`config.mk`:
```
export PLATFORM = sky130hd
export DESIGN_NAME = audio_channel_arbiter
export DESIGN_NICKNAME = d
export VERILOG_FILES = /design/src/rtl/audio_pkg.sv /design/src/rtl/step_tick_divider.sv /design/src/rtl/audio_channel_arbiter.sv
export SDC_FILE = /design/constraint.sdc
export NUM_CORES = 1
export LEC_CHECK = 0
export BUFFER_PORTS_ARGS = -buffer_cell sky130_fd_sc_hd__buf_2
export CAP_MARGIN = 20
export CORE_AREA = 2 2 108 110
export CTS_CLUSTER_SIZE = 28
export DETAILED_ROUTE_END_ITERATION = 8
export DIE_AREA = 0 0 110 112
export PLACE_DENSITY_LB_ADDON = 0.12
export REMOVE_ABC_BUFFERS = 1
export SLEW_MARGIN = 20
export SYNTH_ARGS = -nofsm -noshare
export SYNTH_HDL_FRONTEND = slang
export SYNTH_HIERARCHICAL = 1
export SYNTH_SLANG_ARGS = --single-unit
```
`constraint.sdc`:
```
create_clock -name clock -period 5 [get_ports clock]
set_input_delay 0.75 -clock clock [delete_from_list [all_inputs] [get_ports clock]]
set_output_delay 0.75 -clock clock [all_outputs]
set_load 0.005 [all_outputs]
```
`src/rtl/audio_pkg.sv`:
```
// Shared types and defaults for the audio channel arbiter: FSM state encoding,
// requester count and the note-step period derived from the system clock rate.
`ifndef FREQUENCY
`define FREQUENCY 50_000_000
`endif
`ifndef AUDIO_BPS
`define AUDIO_BPS 48_000
`endif

package audio_pkg;

  localparam int DEFAULT_N_REQ       = 4;
  localparam int DEFAULT_TICK_CYCLES = `FREQUENCY / (4 * `AUDIO_BPS);

  typedef enum logic [1:0] {
    ST_IDLE = 2'd0,
    ST_PLAY = 2'd1,
    ST_GAP  = 2'd2,
    ST_LOCK = 2'd3
  } state_t;

  // A zero-length request still plays one note step.
  function automatic logic [7:0] eff_len(input logic [7:0] len);
    return (len == 8'd0) ? 8'd1 : len;
  endfunction

endpackage

```
`src/rtl/step_tick_divider.sv`:
```
// Clearable tick counter: counts 0..TICK_CYCLES-1 while enabled and flags the
// last cycle of each tick so the owner can advance exactly on the wrap.
module step_tick_divider #(
  parameter int TICK_CYCLES = 4
) (
  input  logic clock,
  input  logic reset,
  input  logic clear,
  input  logic enable,
  output logic wrap
);

  localparam int W = $clog2(TICK_CYCLES);

  logic [W-1:0] count;

  // Flags the final cycle of the tick; the caller may clear in the same cycle.
  assign wrap = enable && (count == W'(TICK_CYCLES - 1));

  always_ff @(posedge clock or posedge reset) begin
    if (reset) begin
      count <= '0;
    end else if (clear) begin
      count <= '0;
    end else if (enable) begin
      count <= wrap ? '0 : count + 1'b1;
    end
  end

endmodule

```
`src/rtl/audio_channel_arbiter.sv`:
```
// Shares one tone channel between N_REQ requesters: fixed priority (bit 0 wins),
// preemption by higher-priority requests, a silent gap after each sequence and a
// cancel lock that holds until every request has been released.
module audio_channel_arbiter
  import audio_pkg::*;
#(
  parameter int N_REQ       = DEFAULT_N_REQ,
  parameter int TICK_CYCLES = DEFAULT_TICK_CYCLES,
  parameter int GAP_TICKS   = 1
) (
  input  logic               clock,
  input  logic               reset,
  input  logic [N_REQ-1:0]   req,
  input  logic [8*N_REQ-1:0] req_len,
  input  logic               cancel,
  output logic [N_REQ-1:0]   grant,
  output logic [7:0]         step,
  output logic               step_strobe,
  output logic [N_REQ-1:0]   done,
  output logic               busy,
  output logic [1:0]         fsm_state
);

  localparam int OW = (N_REQ > 1) ? $clog2(N_REQ) : 1;

  state_t         state;
  logic [OW-1:0]  owner;
  logic [7:0]     len_q;
  logic [15:0]    gap_cnt;
  logic           armed;

  logic [7:0]       len_arr [N_REQ];
  logic [OW-1:0]    low_idx;
  logic [N_REQ-1:0] low_onehot;
  logic             any_req;
  logic             pre_hit;
  logic             owner_req;
  logic             tick_wrap;
  logic             final_step;
  logic             tick_clear;
  logic             tick_enable;

  assign fsm_state = state;
  assign any_req   = |req;
  assign owner_req = req[owner];

  always_comb begin
    for (int i = 0; i < N_REQ; i++) begin
      len_arr[i] = req_len[8*i +: 8];
    end
  end

  // Lowest set index; when a preemption is pending this is also the new owner.
  always_comb begin
    low_idx = '0;
    for (int i = N_REQ - 1; i >= 0; i--) begin
      if (req[i]) low_idx = OW'(i);
    end
  end

  always_comb begin
    low_onehot = '0;
    low_onehot[low_idx] = 1'b1;
  end

  always_comb begin
    pre_hit = 1'b0;
    for (int i = 0; i < N_REQ; i++) begin
      if (req[i] && (OW'(i) < owner)) pre_hit = 1'b1;
    end
  end

  assign final_step  = tick_wrap && (step == len_q - 8'd1);
  assign tick_enable = (state == ST_PLAY) || (state == ST_GAP);
  // Restart the tick whenever the channel is (re)loaded, aborted or parked.
  assign tick_clear  = (state == ST_IDLE) || (state == ST_LOCK) || cancel ||
                       ((state == ST_PLAY) && (final_step || !owner_req || pre_hit));

  step_tick_divider #(
    .TICK_CYCLES (TICK_CYCLES)
  ) u_tick (
    .clock  (clock),
    .reset  (reset),
    .clear  (tick_clear),
    .enable (tick_enable),
    .wrap   (tick_wrap)
  );

  always_ff @(posedge clock or posedge reset) begin
    if (reset) begin
      state       <= ST_IDLE;
      grant       <= '0;
      step        <= '0;
      step_strobe <= 1'b0;
      done        <= '0;
      busy        <= 1'b0;
      owner       <= '0;
      len_q       <= '0;
      gap_cnt     <= '0;
      armed       <= 1'b0;
    end else begin
      // armed keeps the first post-reset edge from granting.
      armed       <= 1'b1;
      step_strobe <= 1'b0;
      done        <= '0;
      case (state)
        ST_IDLE: begin
          if (any_req) begin
            if (cancel) begin
              state <= ST_LOCK;
              busy  <= 1'b1;
            end else if (armed) begin
              state       <= ST_PLAY;
              busy        <= 1'b1;
              grant       <= low_onehot;
              owner       <= low_idx;
              len_q       <= eff_len(len_arr[low_idx]);
              step        <= '0;
              step_strobe <= 1'b1;
            end
          end
        end
        ST_PLAY: begin
          if (cancel) begin
            state <= ST_LOCK;
            grant <= '0;
            step  <= '0;
          end else if (final_step) begin
            state   <= ST_GAP;
            done    <= grant;
            grant   <= '0;
            gap_cnt <= '0;
          end else if (!owner_req) begin
            state   <= ST_GAP;
            grant   <= '0;
            gap_cnt <= '0;
          end else if (pre_hit) begin
            grant       <= low_onehot;
            owner       <= low_idx;
            len_q       <= eff_len(len_arr[low_idx]);
            step        <= '0;
            step_strobe <= 1'b1;
          end else if (tick_wrap) begin
            step        <= step + 8'd1;
            step_strobe <= 1'b1;
          end
        end
        ST_GAP: begin
          if (cancel) begin
            state <= ST_LOCK;
            step  <= '0;
          end else if (tick_wrap) begin
            if (gap_cnt == 16'(GAP_TICKS - 1)) begin
              state <= ST_IDLE;
              busy  <= 1'b0;
            end else begin
              gap_cnt <= gap_cnt + 16'd1;
            end
          end
        end
        ST_LOCK: begin
          if (!any_req) begin
            state <= ST_IDLE;
            busy  <= 1'b0;
          end
        end
        default: begin
          state <= ST_IDLE;
          busy  <= 1'b0;
          grant <= '0;
        end
      endcase
    end
  end

endmodule

```
==> results_dict.tcl <==
set metrics [dict create \
    viasPerCell 5.61 \
    synth_seq_area_share 0.365 \
    worst-path-max-fanout 27 \
    die_x_um 110 \
    port_buffers 58 \
    hold_viol 0 \
    synthArstFlopShare 1.00 \
    setup_violations 0 \
    crit_chain "inv_1 -> ha_1 -> nand3b_1 -> nor3_4 -> o211ai_1 -> a2111oi_4 -> o2111ai_4 -> buf_4 -> and2_1 -> a41oi_1 -> o2111ai_1 -> or3_1 -> a211oi_1" \
    reg2reg_slack_ns 1.04 \
    worst_setup_path_start_kind "flop" \
    critPathRequiredTime_ns 5.20 \
    cap_violations 0 \
    seqPwrFrac 0.368 \
    clock_latency_ns 0.30 \
    grt_max_degree 48 \
    area_growth_syn_to_layout_pct 15.2 \
    cts_root_buf "clkbuf_16" \
    wl_per_cell_um 16.0 \
    drt-pass1-iter-count 4 \
    synth.avg_cell_area_um2 9.59 \
    postCtsSetupBuffers 0 \
    p_sw_frac 0.410 \
    worst_slack_ns 1.04 \
    syn_inst 400 \
    cp.arrival_ns 4.16 \
    use_met2 0.266 \
    rsz0062_at_grt "false" \
    syn_area_um2 3840 \
    num_vias 3345 \
    drt_iter0_markers 210 \
    p_switching_mw 0.828 \
    powerDensity_nw_per_um2 457 \
    cts.sink_count 56 \
    dieArea_um2 12300 \
    drc 0 \
    r2r_start "fsm_state[1]" \
    hold_class "input pin to asynchronous set/reset pin" \
    met1_usage 0.237 \
    place_worst_setup_slack_ns 1.02 \
    ir_worst_vdd_mv 0.192 \
    outcome "complete, no violations" \
    nets 501 \
    reg2regPathDepth 13 \
    finalCritPeriodShare 0.791 \
    path_depth 13 \
    postCtsHoldBufs 0 \
    power_frac_comb 0.432 \
    antenna_found_initial 0 \
    clkPwrFrac 0.201 \
    gr-total-overflow 0 \
    crit_path_top_delay_cell "ha_1" \
    cts_buffers 5 \
    crit_type "flop to flop" \
    finalClockSkew_ns 0.00707 \
    grt_pass1_vias 3310 \
    cts_tree "built" \
    start_util 0.343 \
    post-dp-hpwl_mm 7.16 \
    cp-end-kind "flop" \
    grt.total_usage 0.167 \
    period_needed_ns 3.96 \
    critPathBufInv 2 \
    synth-main-ff-cell "dfrtp_1" \
    tightestPinTransition_ns 0.976 \
    p_total_mw 2.02 \
    synth_seq_cells 56 \
    synth-edff-count 0 \
    critPathMaxStageDelay_ns 0.47 \
    r2r-end "u_tick/count[8]" \
    grt_pass1_wl_mm 16.5 \
    fmax_mhz 253 \
    slew_violations 0 \
    htreeDepth 2 \
    cts_buffer_depth 2 \
    row_count 39 \
    cts_resized 0 \
    cp_top_family "compound AO/OA/AOI/OAI gates" \
    totalWireLength_mm 9.56 \
    drive_gt1_frac 0.214 \
    finalSetupTns_ns 0 \
    antenna_cells 0 \
    slew_headroom 0.343 \
    synth-warning-count 6 \
    die_height_um 112 \
    p_int_mw 1.19 \
    io-pin-count 59 \
    clkTransAtPathRegs_ns 0.08 \
    busiest_layer "met2" \
    p_leak_nw 1.86 \
    core_area_um2 11200 \
    drtAntennaViolNets 0 \
    ys_types 69 \
    gp_congestion 0.820 \
    met3_usage 0.0275 \
    n_fill_cell 1106 \
]
==> cells in the final DEF (no fill, tap or decap), types with 8 or more instances in the layout <==
master,n
a31oi_1,13
o22ai_1,10
ha_1,10
dfrtp_1,56
nor2_1,15
a21oi_1,8
buf_2,59
nor3_1,8
and3_1,11
a221oi_1,8
inv_1,29
nand2_1,27
mux4_2,8
o21ai_0,18
nand3_1,18
nand4_1,11
nand2b_1,9
mux2i_1,8
==> synth_stat cells, drive strengths merged, types with 4 or more instances <==
master	instances	share of area
dfrtp	56	0.37
inv	30	0.029
nand2	27	0.026
o21ai	19	0.025
nand3	18	0.023
nor2	15	0.015
a31oi	14	0.027
and3	11	0.018
nand4	11	0.018
ha	10	0.033
mux2	10	0.029
o22ai	10	0.016
a21oi	9	0.015
buf	9	0.014
nand2b	9	0.015
nor3	9	0.015
a221oi	8	0.018
clkbuf	8	0.0078
mux2i	8	0.021
mux4	8	0.047
xnor2	7	0.018
o211ai	6	0.012
o31ai	6	0.012
o41ai	6	0.016
a211oi	5	0.0098
nor4	5	0.0082
xor2	5	0.011
nand3b	4	0.0078
o2bb2ai	4	0.0091
or3	4	0.0065
==> final cells by class <==
cell class / count / area [um^2] / area share
tap: 143 / 179 / 0.0405
clock inverter: 3 / 42.5 / 0.00963
clock buffer: 5 / 125 / 0.0283
multi-input combinational: 296 / 2240 / 0.506
inverter: 31 / 118 / 0.0266
timing repair buffer: 62 / 318 / 0.0719
sequential: 56 / 1400 / 0.317
==> through the flow <==
step	hold WS (ns)	util	cells	cell area, um^2
finish	0.426	0.395	596	4420
global route	0.472	0.395	596	4420
CTS	0.437	0.395	595	4410
detailed placement	0.509	0.380	587	4250
global placement	0.506	0.380	587	4250
floorplan	0.476	-	383	3750
==> layer usage <==
layer	vias to the layer above	part of all wire
li1	1635	-
met2	97	0.47
met1	1608	0.48
met3	5	0.046
met4	0	0.0091
met5	-	0
==> how the worst max path moves through the flow <==
stage | startpoint | endpoint | slack [ns]
finish | fsm_state[1] | u_tick/count[8] | 1.04
global route | fsm_state[1] | u_tick/count[8] | 0.59
CTS | fsm_state[1] | u_tick/count[8] | 0.99
detailed placement | fsm_state[1] | u_tick/count[8] | 1.02
global placement | fsm_state[0] | u_tick/count[8] | 1.11
floorplan | fsm_state[0] | u_tick/count[8] | 0.85
==> state kept, by name, summed over array words and instances (netlist names), 2 cells and up <==
name          count
gap_cnt          16
u_tick/count      9
len_q             8
step              8
done              4
grant             4
fsm_state         2
owner             2
==> worst register-to-register path, stage by stage (launching register included) <==
cell and delay [ns]:
dfrtp_1 0.42, inv_1 0.12, ha_1 0.47, nand3b_1 0.18
nor3_4 0.15, o211ai_1 0.15, a2111oi_4 0.41, o2111ai_4 0.15
buf_4 0.26, and2_1 0.21, a41oi_1 0.42, o2111ai_1 0.28
or3_1 0.40, a211oi_1 0.24
==> logic make-up (layout without fill, tap and decap cells) <==
kind of cell / Yosys count / after routing / synth area share
fa+ha+maj: 10 / 10 / 0.0326
compound gates: 109 / 109 / 0.218
mux: 26 / 26 / 0.0972
xor+xnor: 12 / 12 / 0.0294
buf+inv: 48 / 101 / 0.0519
simple gates: 138 / 138 / 0.205
flops: 56 / 56 / 0.365
other cells: 1 / 1 / 0.000978
==> power by group through the flow <==
stage / clock, mW / sequential [mW] / combinational [mW]
6_report: 0.405 / 0.742 / 0.871
5_1_grt: 0.440 / 0.771 / 0.987
3_5_place_dp: 0 / 0.749 / 0.875
2_1_floorplan: 0 / 0.706 / 0.660
3_3_place_gp: 0 / 0.746 / 0.870
4_1_cts: 0.418 / 0.742 / 0.877
Power figures use the tool's default switching activity.
